<file path="src/rtl/rf_write_scheduler_pkg.sv">
// Shared register-file constants for the writeback path: geometry, the
// hard-wired zero register and the requester index assignment.
package rf_pkg;

  localparam int unsigned RF_ADDR_W   = 3;
  localparam int unsigned RF_DATA_W   = 8;
  localparam int unsigned RF_NREGS    = 2 ** RF_ADDR_W;
  localparam int unsigned RF_ZERO_REG = 0;

  localparam int unsigned REQ_ALU = 0;
  localparam int unsigned REQ_MEM = 1;
  localparam int unsigned REQ_EXT = 2;

endpackage

</file>
<file path="src/rtl/rf_write_scheduler_if.sv">
// Writeback request and destination-reservation handshakes into the scheduler.
interface rf_write_scheduler_if #(
  parameter int unsigned NUM_REQ = 3,
  parameter int unsigned DATA_W  = 8,
  parameter int unsigned ADDR_W  = 3
) ();

  logic [NUM_REQ-1:0]        req_valid;
  logic [NUM_REQ*ADDR_W-1:0] req_addr;
  logic [NUM_REQ*DATA_W-1:0] req_data;
  logic [NUM_REQ-1:0]        req_ready;
  logic                      rsv_valid;
  logic [ADDR_W-1:0]         rsv_addr;
  logic                      rsv_ready;

  modport master (
    output req_valid, req_addr, req_data, rsv_valid, rsv_addr,
    input  req_ready, rsv_ready
  );

  modport slave (
    input  req_valid, req_addr, req_data, rsv_valid, rsv_addr,
    output req_ready, rsv_ready
  );

endinterface

</file>
<file path="src/rtl/rf_write_scheduler_rr_arbiter.sv">
// Combinational round-robin arbiter: first active request at or above ptr,
// wrapping modulo NUM_REQ.
module rr_arbiter #(
  parameter int unsigned NUM_REQ = 3,
  localparam int unsigned PTR_W  = (NUM_REQ > 1) ? $clog2(NUM_REQ) : 1
) (
  input  logic [NUM_REQ-1:0] req,
  input  logic [PTR_W-1:0]   ptr,
  output logic [NUM_REQ-1:0] grant,
  output logic [PTR_W-1:0]   idx
);

  int unsigned      pos;
  logic [PTR_W-1:0] j;
  logic             found;

  always_comb begin
    grant = '0;
    idx   = '0;
    found = 1'b0;
    pos   = 0;
    j     = '0;
    for (int unsigned k = 0; k < NUM_REQ; k++) begin
      pos = 32'(ptr) + k;
      if (pos >= NUM_REQ) pos = pos - NUM_REQ;
      j = PTR_W'(pos);
      if (!found && req[j]) begin
        found    = 1'b1;
        grant[j] = 1'b1;
        idx      = j;
      end
    end
  end

endmodule

</file>
<file path="src/rtl/rf_write_scheduler.sv">
// Shares the register file write port among writeback requesters and keeps
// the busy scoreboard of reserved destinations for hazard detection.
module rf_write_scheduler
  import rf_pkg::*;
#(
  parameter int unsigned NUM_REQ = 3,
  parameter int unsigned DATA_W  = RF_DATA_W,
  parameter int unsigned ADDR_W  = RF_ADDR_W
) (
  input  logic                   clk,
  input  logic                   rst,
  rf_write_scheduler_if.slave    bus,
  output logic [2**ADDR_W-1:0]   busy,
  output logic [ADDR_W-1:0]      rf_d_address,
  output logic [DATA_W-1:0]      rf_datain,
  output logic                   rf_write_en
);

  localparam int unsigned PTR_W = (NUM_REQ > 1) ? $clog2(NUM_REQ) : 1;

  logic [PTR_W-1:0]    rr_ptr;
  logic [PTR_W-1:0]    gnt_idx;
  logic [NUM_REQ-1:0]  gnt;
  logic [ADDR_W-1:0]   g_addr;
  logic [DATA_W-1:0]   g_data;
  logic                wr_hs;
  logic                rsv_hs;
  logic [2**ADDR_W-1:0] busy_nxt;

  rr_arbiter #(.NUM_REQ(NUM_REQ)) u_arb (
    .req   (bus.req_valid),
    .ptr   (rr_ptr),
    .grant (gnt),
    .idx   (gnt_idx)
  );

  assign bus.req_ready = rst ? '0 : gnt;
  assign wr_hs         = !rst && (|gnt);
  assign bus.rsv_ready = !rst && !busy[bus.rsv_addr];
  assign rsv_hs        = bus.rsv_valid && bus.rsv_ready;

  always_comb begin
    g_addr = '0;
    g_data = '0;
    for (int unsigned i = 0; i < NUM_REQ; i++) begin
      if (gnt[i]) begin
        g_addr = bus.req_addr[i*ADDR_W +: ADDR_W];
        g_data = bus.req_data[i*DATA_W +: DATA_W];
      end
    end
  end

  // Set is applied after clear: rsv_ready already blocks a busy target, so a
  // same-cycle set can only win when the register was free.
  always_comb begin
    busy_nxt = busy;
    if (wr_hs)  busy_nxt[g_addr]       = 1'b0;
    if (rsv_hs) busy_nxt[bus.rsv_addr] = 1'b1;
    busy_nxt[RF_ZERO_REG] = 1'b0;
  end

  always_ff @(posedge clk) begin
    if (rst) begin
      busy         <= '0;
      rf_write_en  <= 1'b0;
      rf_d_address <= '0;
      rf_datain    <= '0;
      rr_ptr       <= '0;
    end else begin
      busy        <= busy_nxt;
      rf_write_en <= wr_hs && (g_addr != ADDR_W'(RF_ZERO_REG));
      if (wr_hs) begin
        rf_d_address <= g_addr;
        rf_datain    <= g_data;
        rr_ptr       <= (gnt_idx == PTR_W'(NUM_REQ - 1)) ? '0 : gnt_idx + PTR_W'(1);
      end
    end
  end

endmodule

</file>
<file path="src/flat_wrapper.sv">
// flat-port wrapper written by rule: the top's interface ports become plain ports
module rf_write_scheduler_flat import rf_pkg::*;
#(
  parameter int unsigned NUM_REQ = 3,
  parameter int unsigned DATA_W  = RF_DATA_W,
  parameter int unsigned ADDR_W  = RF_ADDR_W
)
  (clk, rst, busy, rf_d_address, rf_datain, rf_write_en, bus_req_valid, bus_req_addr, bus_req_data, bus_rsv_valid, bus_rsv_addr, bus_req_ready, bus_rsv_ready);
  rf_write_scheduler_if #(.NUM_REQ(NUM_REQ), .DATA_W(DATA_W), .ADDR_W(ADDR_W)) bus_i ();
  input  logic clk;
  input  logic rst;
  output logic [2**ADDR_W-1:0] busy;
  output logic [ADDR_W-1:0] rf_d_address;
  output logic [DATA_W-1:0] rf_datain;
  output logic rf_write_en;
  input wire logic [$bits(bus_i.req_valid)-1:0] bus_req_valid;
  input wire logic [$bits(bus_i.req_addr)-1:0] bus_req_addr;
  input wire logic [$bits(bus_i.req_data)-1:0] bus_req_data;
  input wire logic [$bits(bus_i.rsv_valid)-1:0] bus_rsv_valid;
  input wire logic [$bits(bus_i.rsv_addr)-1:0] bus_rsv_addr;
  output wire logic [$bits(bus_i.req_ready)-1:0] bus_req_ready;
  output wire logic [$bits(bus_i.rsv_ready)-1:0] bus_rsv_ready;
  assign bus_i.req_valid = bus_req_valid;
  assign bus_i.req_addr = bus_req_addr;
  assign bus_i.req_data = bus_req_data;
  assign bus_i.rsv_valid = bus_rsv_valid;
  assign bus_i.rsv_addr = bus_rsv_addr;
  assign bus_req_ready = bus_i.req_ready;
  assign bus_rsv_ready = bus_i.rsv_ready;
  rf_write_scheduler #(.NUM_REQ(NUM_REQ), .DATA_W(DATA_W), .ADDR_W(ADDR_W)) u_core (.clk(clk), .rst(rst), .bus(bus_i), .busy(busy), .rf_d_address(rf_d_address), .rf_datain(rf_datain), .rf_write_en(rf_write_en));
endmodule
</file>
<file path="config.mk">
export PLATFORM = sky130hd
export DESIGN_NAME = rf_write_scheduler_flat
export DESIGN_NICKNAME = d
export VERILOG_FILES = /design/src/rtl/rf_write_scheduler_pkg.sv /design/src/rtl/rf_write_scheduler_if.sv /design/src/rtl/rf_write_scheduler_rr_arbiter.sv /design/src/rtl/rf_write_scheduler.sv /design/src/flat_wrapper.sv
export SDC_FILE = /design/constraint.sdc
export NUM_CORES = 1
export LEC_CHECK = 0
export BUFFER_PORTS_ARGS = -buffer_cell sky130_fd_sc_hd__buf_4
export CORE_UTILIZATION = 38
export DETAILED_ROUTE_END_ITERATION = 7
export GPL_ROUTABILITY_DRIVEN = 0
export PLACE_DENSITY = 0.66
export SYNTH_ARGS = -nofsm -noshare
export SYNTH_HDL_FRONTEND = slang
export SYNTH_SLANG_ARGS = --single-unit
</file>
<file path="constraint.sdc">
create_clock -name clk -period 4.55 [get_ports clk]
set_input_delay 0.91 -clock clk [delete_from_list [all_inputs] [get_ports clk]]
set_output_delay 0.91 -clock clk [all_outputs]
set_load 0.005 [all_outputs]
</file>
==> summary.txt <==
Synth
  • Count of state elements after synthesis: 21
  • Avg Cell Area, Syn: 7.90 um^2
  • Cell count after synthesis: 196
  • Asr flop ratio synth: 0
  • Netlist Area Pre-Place: 1550 um^2
  • Number of flops mapped to enable cells by yosys: 0
  • Ys flop type: dfxtp_1
  • Synth cell types: 48
  • Syn_nets: 242
  • Total number of yosys warnings: 0
  • Seq/Total Area, Yosys: 0.272

CTS
  • Post-CTS sizing: 0
  • H-tree levels: 1
  • CTS Hold Bufs: 0
  • Post-CTS Setup Inserts: 0
  • Worst-skew pair later-pin latency: 0.25 ns
  • Clock Sinks: 21
  • TritonCTS Buffers: 3
  • Maximum clock insertion buffer count: 2
  • TritonCTS clock tree: done
  • Root Buffer Master: clkbuf_8
  • Reg clk slew, reported paths: 0.07 ns

Route
  • Remaining antenna violation count after routing: 0
  • DRT iter0 DRCs: 93
  • Length of the first detailed-routing pass in iterations: 4
  • Drc violations: 0
  • Wire per inst: 14.1 um
  • Vias/cell: 5.44
  • Via count: 1628
  • Final wirelength: 4210 um

Min path
  • Hold crit path type: reg2reg
  • Startpoint of the worst hold path: u_core.rf_d_address[1]$_SDFFE_PP0N_

Worst setup path
  • CP bufs+invs: 2
  • CP top delay family: simple AND/OR/NAND/NOR gates
  • Worst reg2reg path startpoint: u_core.rr_ptr[0]$_SDFFE_PP0N_
  • Crit Path Max Fanout: 12
  • CP Launch Type: flop
  • CP Class: reg2out
  • Worst path cell trace: inv_1 > ha_1 > mux2_4 > or4b_1 > a21o_1 > and2_4 > nor2_1 > buf_4
  • Worst Setup SP: u_core.rr_ptr[1]$_SDFFE_PP0N_
  • Worst path slowest cell: or4b_1
  • Worst path required time: 3.64 ns
  • Critical Path AT: 2.48 ns
  • Max incr delay on CP: 0.47 ns
  • Critical Path Sink Type: output pin

Timing
  • Max frequency: 0.295 GHz
  • Final Setup Violations: 0
  • Final hold vios: 0
  • Fin crit period: 3.39 ns
  • Worst Slack Setup Final: 1.16 ns
  • Crit share post-route: 0.744
  • Final Max Tran Viols: 0
  • Unrepaired setup endpoints after global routing: no
  • Skew final: 0.00350 ns
  • Final setup TNS: 0 ns

Floorplan
  • Chip height: 65.8 um
  • Core area: 3770 um^2
  • Full die area: 4330 um^2
  • Die Width: 65.8 um
  • Starting Density: 0.410
  • # IOs: 66
  • Row cnt: 22

Global routing
  • Antenna violations before repair: 0
  • Congestion Overflow GR: 0
  • Largest net degree at the start of global routing: 28
  • First-pass GRT wire length: 6910 um
  • All-Layer GR Usage: 0.201
  • Vias in the first global route: 1475

Power
  • NetSw: 0.521 mW
  • Power Total: 1.19 mW
  • Seq pwr share: 0.233
  • Leak Pwr: 0.885 nW
  • Worst vdd ir: 0.000319 V
  • Part of the power in the clock network: 0.099
  • Switching Share: 0.437
  • Int Power: 0.672 mW
  • Combinational power share: 0.668
  • PD cells: 577 nW/um^2

Cells and area
  • Filler cells: 375
  • Layout cells sized above 1: 0.323
  • Design area: 2070 um^2
  • Area growth, synth to finish: 33.5%
  • NumNets Final: 298
  • Commonest cells after routing, fill and taps aside: buf_4 (67), dfxtp_1 (21), nor2_1 (20)
  • Commonest non-fill, non-tap cell in the layout: buf_4
  • Ant diodes: 0

Place
  • Hpwl dp: 3140 um
  • Port bufs: 64
  • DP Area: 2020 um^2
  • Worst slack, placed: 1.24 ns

Run
  • Max Cap Viol: 0

Status
  • Status: finished clean
synth_stat cells (2+ instances only):
master	instances	area share
dfxtp_1	21	0.27
nor2_1	20	0.049
nand2_1	19	0.046
a21oi_1	18	0.058
a21o_1	10	0.049
clkbuf_1	9	0.022
nand3_1	9	0.029
a22oi_1	8	0.039
nor3_1	8	0.026
a311oi_1	7	0.040
inv_1	6	0.015
ha_1	4	0.032
a221oi_1	3	0.017
buf_6	3	0.022
mux2i_1	3	0.019
nand3b_1	3	0.015
o21ai_0	3	0.0097
o2bb2ai_1	3	0.017
or3b_2	3	0.017
a211oi_1	2	0.0097
a2bb2oi_1	2	0.011
and3_1	2	0.0081
and3b_1	2	0.011
buf_2	2	0.0065
buf_4	2	0.0097
mux2_2	2	0.015
registers in the layout, summed over array words and instances (netlist names):
name	cells
u_core.rf_datain	8
u_core.rr_ptr	2
u_core.rf_d_address	3
u_core.rf_write_en	1
u_core.busy	7
metal layers:
metal	part of all wire	up-vias	wire length [um]	GRT usage
met5	0	-	0	0
met4	0.0050	0	21	0.0353
met3	0.049	2	205	0.0466
met2	0.46	41	1950	0.321
met1	0.48	745	2040	0.276
li1	-	840	-	-
final timing paths:
| check | to | slack [ns] | cells past startpoint |
|---|---|---|---|
| setup / recovery | bus_req_ready[1] | 1.16 | 8 |
| hold / removal | u_core.rf_d_address[1]$_SDFFE_PP0N_ | 0.46 | 2 |
| setup reg to reg | u_core.busy[6]$_SDFF_PP0_ | 1.49 | 10 |
| hold reg to reg | u_core.rf_d_address[1]$_SDFFE_PP0N_ | 0.46 | 2 |
area by class of cell:
cell class / count / area (um^2) / share of cell area
Tap cell: 48 / 60.1 / 0.0291
Multi-Input combinational cell: 153 / 1020 / 0.492
Inverter: 6 / 22.5 / 0.0109
Timing Repair Buffer: 67 / 503 / 0.243
Sequential cell: 21 / 420 / 0.203
Clock buffer: 4 / 45.0 / 0.0218
logic make-up (layout without fill, tap and decap cells):
| kind of cell | Yosys count | in the layout | synth area share |
|---|---|---|---|
| DFF | 21 | 21 | 0.272 |
| buffers and inverters | 22 | 77 | 0.0744 |
| other | 1 | 1 | 0.00242 |
| and+or+nand+nor | 77 | 77 | 0.256 |
| adders and majority gates | 4 | 4 | 0.0323 |
| muxes | 7 | 7 | 0.0582 |
| AOI/OAI and AO/OA | 64 | 64 | 0.305 |
metrics by stage:
step	instances	hold slack, ns	utilization
3_3_place_gp	295	0.451	0.536
6_report	299	0.459	0.548
5_1_grt	299	0.478	0.548
2_1_floorplan	196	0.453	-
3_5_place_dp	295	0.454	0.536
4_1_cts	299	0.465	0.548
power by group through the flow:
stage	clock [mW]	combinational, mW	sequential, mW
CTS	0.123	0.802	0.278
detailed placement	0	0.798	0.280
global route	0.132	0.883	0.284
global placement	0	0.792	0.281
finish	0.119	0.797	0.277
floorplan	0	0.573	0.281
worst register-to-register path: stages (launching register included):
cell and delay [ns]:
dfxtp_1 0.38, inv_1 0.08, ha_1 0.44, or3b_1 0.39
a211oi_1 0.24, a21oi_1 0.07, o2bb2ai_1 0.13, buf_4 0.20
or3b_2 0.47, a2bb2oi_1 0.36, a311oi_1 0.17
Note: power is estimated with default switching activity, not from simulation.
